**src/rtl/cpu_pkg.sv**
```systemverilog
// rtl/cpu_pkg.sv - shared types and IR field positions for the multi-cycle CPU controller
package cpu_pkg;

  typedef enum logic [2:0] {
    OP_ADD  = 3'd0,
    OP_ADDI = 3'd1,
    OP_SUB  = 3'd2,
    OP_NAND = 3'd3,
    OP_BNE  = 3'd4,
    OP_LW   = 3'd5,
    OP_SW   = 3'd6,
    OP_J    = 3'd7
  } opcode_t;

  typedef enum logic [2:0] {
    FETCH_SETUP  = 3'd0,
    FETCH_ACCESS = 3'd1,
    DECODE       = 3'd2,
    EXEC         = 3'd3,
    MEM_SETUP    = 3'd4,
    MEM_ACCESS   = 3'd5,
    WB           = 3'd6,
    FAULT        = 3'd7
  } state_t;

  typedef enum logic [2:0] {
    ALU_ADD  = 3'b000,
    ALU_SUB  = 3'b001,
    ALU_NAND = 3'b010
  } alu_op_t;

  typedef enum logic [1:0] {
    PC_INC = 2'd0,
    PC_IMM = 2'd1,
    PC_ALU = 2'd2
  } pc_sel_t;

  localparam int OP_MSB     = 15;
  localparam int OP_LSB     = 13;
  localparam int RD_MSB     = 12;
  localparam int RD_LSB     = 10;
  localparam int RS1_MSB    = 9;
  localparam int RS1_LSB    = 7;
  localparam int RS2_MSB    = 6;
  localparam int RS2_LSB    = 4;
  localparam int IMM7_MSB   = 6;
  localparam int IMM_LO_MSB = 3;

  // Format 3 splits its immediate around rs1/rs2 and has no rd field
  function automatic logic is_fmt3(input opcode_t op);
    return (op == OP_BNE) || (op == OP_LW) || (op == OP_SW);
  endfunction

endpackage

```
**src/rtl/cpu_imm_decode.sv**
```systemverilog
// rtl/cpu_imm_decode.sv - format-dependent 7-bit immediate extraction and sign extension
module cpu_imm_decode
  import cpu_pkg::*;
#(
  parameter int DATA_W = 16
) (
  input  opcode_t            opcode,
  input  logic [15:0]        ir,
  output logic [DATA_W-1:0]  imm_ext
);

  logic [6:0] imm7;

  always_comb begin
    if (is_fmt3(opcode)) begin
      imm7 = {ir[RD_MSB:RD_LSB], ir[IMM_LO_MSB:0]};
    end else begin
      imm7 = ir[IMM7_MSB:0];
    end
    imm_ext = {{(DATA_W-7){imm7[6]}}, imm7};
  end

endmodule

```
**src/rtl/cpu_control_mc.sv**
```systemverilog
// rtl/cpu_control_mc.sv - multi-cycle control FSM with shared APB master handshake
// Optional ACCESS-phase watchdog: define CPU_CTRL_TIMEOUT_EN.
module cpu_control_mc
  import cpu_pkg::*;
#(
  parameter int DATA_W      = 16,
  parameter int RADDR_W     = 3,
  parameter int TIMEOUT_CYC = 64
) (
  input  logic               clk,
  input  logic               reset,
  input  logic [15:0]        ir,
  input  logic [DATA_W-1:0]  reg_1,
  input  logic [DATA_W-1:0]  reg_2,
  input  logic               pready,
  input  logic               pslverr,
  output logic               psel,
  output logic               penable,
  output logic               pwrite,
  output logic               addr_sel,
  output logic               ir_load,
  output logic               pc_load,
  output logic [1:0]         pc_sel,
  output logic [RADDR_W-1:0] rf_wr_sel,
  output logic [RADDR_W-1:0] reg_1_sel,
  output logic [RADDR_W-1:0] reg_2_sel,
  output logic               r1_sel,
  output logic               r2_sel,
  output logic [2:0]         alu_sel,
  output logic               wb_sel,
  output logic               rf_we,
  output logic [DATA_W-1:0]  imm_ext,
  output logic               fault,
  output logic [2:0]         state
);

  if (RADDR_W != 3) begin : g_bad_raddr
    $error("cpu_control_mc: RADDR_W must be 3 to match the IR register fields");
  end

  state_t              state_q, state_d;
  opcode_t             op_q;
  logic [RADDR_W-1:0]  rd_q, rs1_q, rs2_q;
  logic [DATA_W-1:0]   imm_q, imm_dec;
  opcode_t             ir_op;
  logic [RADDR_W-1:0]  dec_rd;
  logic                timed_out;
  logic                op_uses_imm;
  alu_op_t             op_alu;
  alu_op_t             alu_v;
  pc_sel_t             pc_v;

  assign ir_op  = opcode_t'(ir[OP_MSB:OP_LSB]);
  // Loads write the rs2 slot since format 3 carries no rd
  assign dec_rd = is_fmt3(ir_op) ? ir[RS2_MSB:RS2_LSB] : ir[RD_MSB:RD_LSB];

  cpu_imm_decode #(.DATA_W(DATA_W)) u_imm_decode (
    .opcode  (ir_op),
    .ir      (ir),
    .imm_ext (imm_dec)
  );

  always_ff @(posedge clk or negedge reset) begin
    if (!reset) begin
      state_q <= FETCH_SETUP;
      op_q    <= OP_ADD;
      rd_q    <= '0;
      rs1_q   <= '0;
      rs2_q   <= '0;
      imm_q   <= '0;
    end else begin
      state_q <= state_d;
      if (state_q == DECODE) begin
        op_q  <= ir_op;
        rd_q  <= dec_rd;
        rs1_q <= ir[RS1_MSB:RS1_LSB];
        rs2_q <= ir[RS2_MSB:RS2_LSB];
        imm_q <= imm_dec;
      end
    end
  end

`ifdef CPU_CTRL_TIMEOUT_EN
  localparam int CNT_W = $clog2(TIMEOUT_CYC + 1);
  logic [CNT_W-1:0] wait_cnt;

  always_ff @(posedge clk or negedge reset) begin
    if (!reset) begin
      wait_cnt <= '0;
    end else if ((state_q != FETCH_ACCESS) && (state_q != MEM_ACCESS)) begin
      wait_cnt <= '0;
    end else if (!pready) begin
      wait_cnt <= wait_cnt + 1'b1;
    end
  end

  // The wait that would bring the count to TIMEOUT_CYC aborts; a ready on that cycle completes instead
  assign timed_out = !pready && (wait_cnt == CNT_W'(TIMEOUT_CYC - 1));
`else
  logic unused_timeout;
  assign unused_timeout = (TIMEOUT_CYC > 0);
  assign timed_out      = 1'b0;
`endif

  assign op_uses_imm = (op_q == OP_ADDI) || (op_q == OP_LW) || (op_q == OP_SW) || (op_q == OP_J);
  assign op_alu      = (op_q == OP_SUB) ? ALU_SUB : (op_q == OP_NAND) ? ALU_NAND : ALU_ADD;

  always_comb begin
    state_d  = state_q;
    psel     = 1'b0;
    penable  = 1'b0;
    pwrite   = 1'b0;
    addr_sel = 1'b0;
    ir_load  = 1'b0;
    pc_load  = 1'b0;
    pc_v     = PC_INC;
    r1_sel   = 1'b0;
    r2_sel   = 1'b0;
    alu_v    = ALU_ADD;
    wb_sel   = 1'b0;
    rf_we    = 1'b0;
    // Reset gates the handshake combinationally so a pending access is dropped at once
    if (reset) begin
      case (state_q)
        FETCH_SETUP: begin
          psel    = 1'b1;
          state_d = FETCH_ACCESS;
        end
        FETCH_ACCESS: begin
          psel    = 1'b1;
          penable = 1'b1;
          if (pready) begin
            if (pslverr) begin
              state_d = FAULT;
            end else begin
              ir_load = 1'b1;
              state_d = DECODE;
            end
          end else if (timed_out) begin
            state_d = FAULT;
          end
        end
        DECODE: state_d = EXEC;
        EXEC: begin
          r2_sel = op_uses_imm;
          alu_v  = op_alu;
          case (op_q)
            OP_BNE: begin
              r2_sel  = 1'b0;
              pc_v    = (reg_1 != reg_2) ? PC_IMM : PC_INC;
              pc_load = 1'b1;
              state_d = FETCH_SETUP;
            end
            OP_J: begin
              pc_v    = PC_ALU;
              pc_load = 1'b1;
              state_d = FETCH_SETUP;
            end
            OP_LW, OP_SW: state_d = MEM_SETUP;
            default:      state_d = WB;
          endcase
        end
        MEM_SETUP: begin
          psel     = 1'b1;
          addr_sel = 1'b1;
          pwrite   = (op_q == OP_SW);
          r2_sel   = 1'b1;
          state_d  = MEM_ACCESS;
        end
        MEM_ACCESS: begin
          psel     = 1'b1;
          penable  = 1'b1;
          addr_sel = 1'b1;
          pwrite   = (op_q == OP_SW);
          r2_sel   = 1'b1;
          if (pready) begin
            if (pslverr) begin
              state_d = FAULT;
            end else if (op_q == OP_SW) begin
              pc_load = 1'b1;
              state_d = FETCH_SETUP;
            end else begin
              state_d = WB;
            end
          end else if (timed_out) begin
            state_d = FAULT;
          end
        end
        WB: begin
          rf_we   = 1'b1;
          wb_sel  = (op_q == OP_LW);
          r2_sel  = op_uses_imm;
          alu_v   = op_alu;
          pc_load = 1'b1;
          state_d = FETCH_SETUP;
        end
        FAULT:   state_d = FAULT;
        default: state_d = FAULT;
      endcase
    end
  end

  assign pc_sel    = pc_v;
  assign alu_sel   = alu_v;
  assign reg_1_sel = (state_q == DECODE) ? ir[RS1_MSB:RS1_LSB] : rs1_q;
  assign reg_2_sel = (state_q == DECODE) ? ir[RS2_MSB:RS2_LSB] : rs2_q;
  assign rf_wr_sel = (state_q == DECODE) ? dec_rd : rd_q;
  assign imm_ext   = imm_q;
  assign fault     = (state_q == FAULT);
  assign state     = state_q;

endmodule

```
**config.mk**
```make
export PLATFORM = sky130hd
export DESIGN_NAME = cpu_control_mc
export DESIGN_NICKNAME = d
export VERILOG_FILES = /design/src/rtl/cpu_pkg.sv /design/src/rtl/cpu_imm_decode.sv /design/src/rtl/cpu_control_mc.sv
export SDC_FILE = /design/constraint.sdc
export NUM_CORES = 1
export LEC_CHECK = 0
export ABC_AREA = 1
export CORE_MARGIN = 3
export CORE_UTILIZATION = 34
export DETAILED_ROUTE_END_ITERATION = 8
export PLACE_DENSITY_LB_ADDON = 0.2
export SLEW_MARGIN = 20
export SYNTH_ARGS = -nofsm -noshare
export SYNTH_HDL_FRONTEND = slang
export SYNTH_SLANG_ARGS = --single-unit
export TNS_END_PERCENT = 100
```
**constraint.sdc**
```tcl
create_clock -name clk -period 1.23 [get_ports clk]
set_input_delay 0.246 -clock clk [delete_from_list [all_inputs] [get_ports clk]]
set_output_delay 0.246 -clock clk [all_outputs]
set_load 0.02 [all_outputs]
```
After elaboration in Yosys (flattened, before gate mapping)
Index checks and enable logic that the tools add are counted.
{"block": "word_totals", "regBits": 22, "in_bits": 52, "out_inout_bits": 44, "word_cells": 84}
{"block": "op_classes", "n_eq_ne": 20, "n_mux": 45, "n_reduce_logical": 13}
{"operator": "$eq 3x3->1 const B", "count": 11}
{"operator": "$mux 3", "count": 9}
{"operator": "$mux 1", "count": 24}
{"operator": "$pmux 3 s8", "count": 1}
{"operator": "$ne 16x16->1", "count": 1}
{"operator": "$eq 3x2->1 const B", "count": 4}
{"operator": "$mux 2", "count": 6}
{"operator": "$reduce_or 2->1", "count": 5}
{"operator": "$mux 7", "count": 1}
{"operator": "$eq 3x1->1 const B", "count": 2}
{"operator": "$pmux 1 s3", "count": 2}
{"operator": "$pmux 3 s2", "count": 1}
{"operator": "$logic_or 1x1->1", "count": 5}
{"operator": "$ne 2x2->1 const B", "count": 2}
{"operator": "$pmux 2 s2", "count": 1}
{"operator": "$reduce_or 4->1", "count": 1}
{"operator": "$logic_not 3->1", "count": 1}
{"operator": "$reduce_and 3->1", "count": 1}

Longest topological paths before layout
{"block": "logic_depth", "depth_word": 7, "ltp_mapped": 8, "mapped_depth_nobuf": 8}

Hierarchy
From an unflattened synthesis, not the netlist that was laid out.
{"block": "unflattened", "cells_unflattened": 276, "hier_area_um2": 1935.6}
{"module": "cpu_control_mc", "n_inst": 1, "cells_per_inst": 252, "area_each_um2": 1788.0, "seq_area_each_um2": 775.7}
{"module": "cpu_imm_decode", "n_inst": 1, "cells_per_inst": 24, "area_each_um2": 147.6, "seq_area_each_um2": 0.0}

Least setup slack after synthesis
OpenSTA, ideal clock, no wires.
{"block": "synth_timing", "path_type": "register to output", "from": "register state_q[2] (netlist: state[2])", "to": "output pwrite", "arrival_ps": 1435, "required_time_ps": 984, "slack_ps": -451, "stages_incl_launch_ff": 4, "n_path_buf": 0, "cell_sequence": "dfrtp_1 > inv_2 > nor3_2 > nor3b_2"}
{"block": "synth_between", "elab_chain_cells": 4, "word_cells_on_any_way": 5, "classes_between": "eq/ne (2); mux (2); reduce/logical (1)"}
{"item": "start: declaration", "line": "cpu_control_mc.sv:41", "source": "state_t state_q, state_d;"}
{"item": "start signal: assignment", "line": "cpu_control_mc.sv:72", "source": "state_q <= state_d;"}
{"item": "$eq 3x3->1", "line": "cpu_control_mc.sv:124", "source": "case (state_q)"}
{"item": "$reduce_or 2->1 (no source line) (*)"}
{"item": "$mux 1 (*)"}
{"item": "$mux 1 (*)", "line": "cpu_control_mc.sv:123", "source": "if (reset) begin"}
{"item": "end: declaration", "line": "cpu_control_mc.sv:19", "source": "output logic pwrite,"}
Every way passes the cells marked *; elsewhere a longest branch is shown, timed or not.

Worst setup path in the final report
{"block": "layout_timing", "from": "register state_q[1] (netlist: state[1])", "to": "output rf_wr_sel[0]"}
{"block": "layout_between", "elab_chain_cells": 2}
{"item": "$eq 3x2->1", "line": "cpu_control_mc.sv:207", "source": "assign rf_wr_sel = (state_q == DECODE) ? dec_rd : rd_q;"}
{"item": "$mux 3"}
{"item": "end: declaration", "line": "cpu_control_mc.sv:24", "source": "output logic [RADDR_W-1:0] rf_wr_sel,"}
Every way passes these cells.

==> out/qor_table.md <==
| Group | Result | This run |
|---|---|---|
| status | Status | finished, violations left |
| status | Failing checks | negative setup slack |
| grt | Vias in the first global route | 1,889 |
| setup path | Depth of the worst register-to-register path | 8 |
| power | Total Power | 7.15 mW |
| synth | Unique masters post-synth | 28 |
| synth | Cell accounting for the most synthesized area | dfrtp_1 |
| power | Leakage | 1.69 nW |
| synth | Synth Warn # | 0 |
| layout | Layout cell share with drive strength beyond 1 | 44.5% |
| synth | Synth Area per Inst | 6.62 um2 |
| floorplan | Core region area | 4470 um2 |
| grt | Remaining global-route overflow | 0 |
| floorplan | Die H | 75.2 um |
| clock tree | CTS tree | built |
| layout | Final core occ | 74.6% |
| detailed routing | Mean routed wirelength per cell | 12.4 um |
| min path | Worst min path class | primary input to asynchronous set/reset pin |
| synth | Top post-synthesis cells by area | dfrtp_1, nand2_1, inv_1, buf_4, o21ai_1 |
| setup path | Worst reg2reg endpoint | state[0] |
| sta | Hold WS | 0.215 ns |
| synth | Syn Inst Count | 246 |
| sta | Crit path time final | 1.69 ns |
| clock tree | Clk pin slew, worst setup/hold paths | 0.08 ns |
| synth | Fraction of synthesized cell area taken by the top area cell type | 33.8% |
| power | Max IR drop VDD | 1.63 mV |
| clock tree | Clock Latency Late Sink | 0.26 ns |
| floorplan | Row count | 24 |
| clock tree | CTS buffer count | 3 |
| setup path | Crit. End Element | output pin |
| layout | Fillers | 323 |
| floorplan | Effective utilization at floorplan | 36.4% |
| detailed routing | DRC errors left | 0 |
| layout | Area of all placed cells without fillers | 3340 um2 |
| synth | Synth cell count leaders | nand2_1, inv_1, dfrtp_1 |
| sta | Skew final | 0.00143 ns |
| detailed routing | Count of vias placed by the detailed router | 1,992 |
| setup path | Startpoint of the most critical register-to-register path | state[1] |
| setup path | Data arrival time of the worst path | 1.44 ns |
| synth | Number of synthesized register bits | 22 |
| detailed routing | Vias per inst | 4.51 |
| layout | Final Instance Count excl. Fillers | 442 |
| sta | Final Setup Violations | 37 |
| placed design | Count of input and output buffers | 93 |
| grt | Antenna violations before repair | 1 |
| grt | GR Util All Layers | 18.6% |
| sta | Final critical-path setup slack | -0.460 ns |
| detailed routing | Number of nets with antenna violations after routing | 0 |
| power | Pwr dens | 2140 nW/um2 |
| layout | NumNets Final | 442 |
| sta | Tcrit/Tclk final | 137% |
| placed design | DP Wirelength | 4100 um |
| sta | Count of endpoints failing hold in the final timing report | 0 |
| clock tree | Number of buffers on the longest clock path | 2 |
| setup path | Critical path required time | 0.98 ns |
| clock tree | Clock tree root buffer cell | clkbuf_8 |
| synth | Most frequently used flop master after synthesis | dfrtp_1 |
| detailed routing | Iteration-0 DRC count of the detailed router | 42 |
| sta | Number of pins with negative max-slew slack in the final report | 0 |
| setup path | Crit Path Category | register to output pin |
| sta | Maximum operating frequency | 0.592 GHz |
| floorplan | X dimension of the die | 75.2 um |
| synth | Most frequently used cell type in the post-synthesis netlist | nand2_1 |
| synth | Number of enable flip-flop cells after synthesis | 0 |
| sta | RSZ-0062 raised after global routing | true |
| grt | Wire length of the first global-routing pass | 8210 um |
| grt | Largest net degree at the start of global routing | 21 |
| synth | Proportion of register bits with asynchronous set or reset after synthesis | 100% |
| flow run | Max Cap Violations | 0 |
| setup path | CP Max Fanout | 13 |
| placed design | Final weighted congestion in routability-driven placement | 0.797 |
| synth | Sequential fraction of the synthesis area | 33.8% |
| floorplan | Full die area | 5650 um2 |
| placed design | Instance area after placement | 2990 um2 |
| detailed routing | Iteration count of the initial detailed-routing pass | 4 |
| setup path | Kind of start point of the critical path | register |
| placed design | Number of placed cells counting well taps | 422 |
| clock tree | Num Clock Sinks | 22 |
| setup path | Worst reg2reg setup slack | -0.20 ns |
| floorplan | I/O pin count | 96 |
| layout | Area added between synthesis and finish | 105% |
| clock tree | Total number of H-tree levels | 1 |
| detailed routing | Final WL | 5480 um |
| synth | Cell Area, Synth | 1630 um2 |
power breakdown:
| group | switching, mW | leakage [nW] | internal (mW) |
|---|---|---|---|
| Combinational | 2.64 | 1.41 | 2.66 |
| Sequential | 0.288 | 0.264 | 1.10 |
| Clock | 0.231 | 0.0228 | 0.231 |
| Total | 3.16 | 1.69 | 3.99 |
per-layer routing:
layer,wire length (um),track usage (%)
met1,2380,23.3
met2,2670,33.6
met3,408,4.01
met4,19,2.33
met5,0,0
critical path: stages (launching register included):
cell	delay (ns)
dfrtp_2	0.47
buf_4	0.16
nand3_4	0.11
buf_12	0.15
nand2_1	0.07
o21ai_2	0.08
buf_6	0.14
cells by family (layout without fill, tap and decap cells):
| kind of cell | Yosys count | after routing | share of synthesized area (%) |
|---|---|---|---|
| simple gates | 140 | 140 | 37.7 |
| other cells | 1 | 3 | 0.230 |
| xor+xnor | 6 | 6 | 3.23 |
| buf+inv | 52 | 194 | 16.8 |
| flops | 22 | 22 | 33.8 |
| compound gates | 25 | 25 | 8.15 |
placed cells by master, fill, tap and decap left out, types with 2 or more instances in the layout:
cell type	count
clkdlybuf4s15_1	5
nor2_4	6
clkbuf_8	3
conb_1	2
nand3_2	2
nand2_4	11
or2_1	2
clkdlybuf4s50_1	47
o21ai_2	7
nand4_1	2
buf_4	56
nor2_2	2
dlygate4sd2_1	4
nand2_1	72
nand2_2	15
xnor2_1	6
buf_12	2
nor3_4	5
o21ai_1	11
dfrtp_1	17
buf_6	39
nand3_1	5
inv_1	24
dfrtp_2	5
a21oi_2	3
inv_2	9
nor2_1	15
registers in the layout (all words and copies together) (netlist names):
signal and count:
rs2_q 3, rd_q 3, op_q 3, imm_ext 7, rs1_q 3, state 3
final cells by class:
class / instances / area (um2) / area share (%)
diodes: 1 / 2.50 / 0.0750
repair buffers: 155 / 1470 / 43.9
flip-flops and latches: 22 / 557 / 16.7
well taps: 52 / 65.1 / 1.95
clock buffers: 4 / 45.0 / 1.35
multi-input cells: 173 / 1060 / 31.9
inverters: 35 / 139 / 4.16
through the flow:
step                      setup slack (ns)  setup TNS (ns)
after detailed placement            -0.969          -23.61
after CTS                           -0.462           -9.52
after global placement              -0.895          -22.39
after global routing                -0.540          -12.90
after floorplan                     -0.225           -3.11
final                               -0.460          -10.11
timing repair:
action,4_1_cts,5_1_grt
setup endpoints to repair,51,51
pin swaps,9,8
hold buffers,0,0
resized for setup,244,35
gates cloned,0,0
setup buffers,9,9
how the worst max path moves through the flow:
stage,depth (start not counted),start,slack (ns),end
after CTS,6,state[1],-0.46,pc_sel[0]
after global routing,6,state[1],-0.54,pc_sel[0]
final,6,state[1],-0.46,rf_wr_sel[0]
after floorplan,3,state[1],-0.22,pwrite
after global placement,6,ir[15],-0.90,rf_wr_sel[0]
after detailed placement,6,ir[13],-0.97,rf_wr_sel[1]
(Power assumes the default switching activity.)
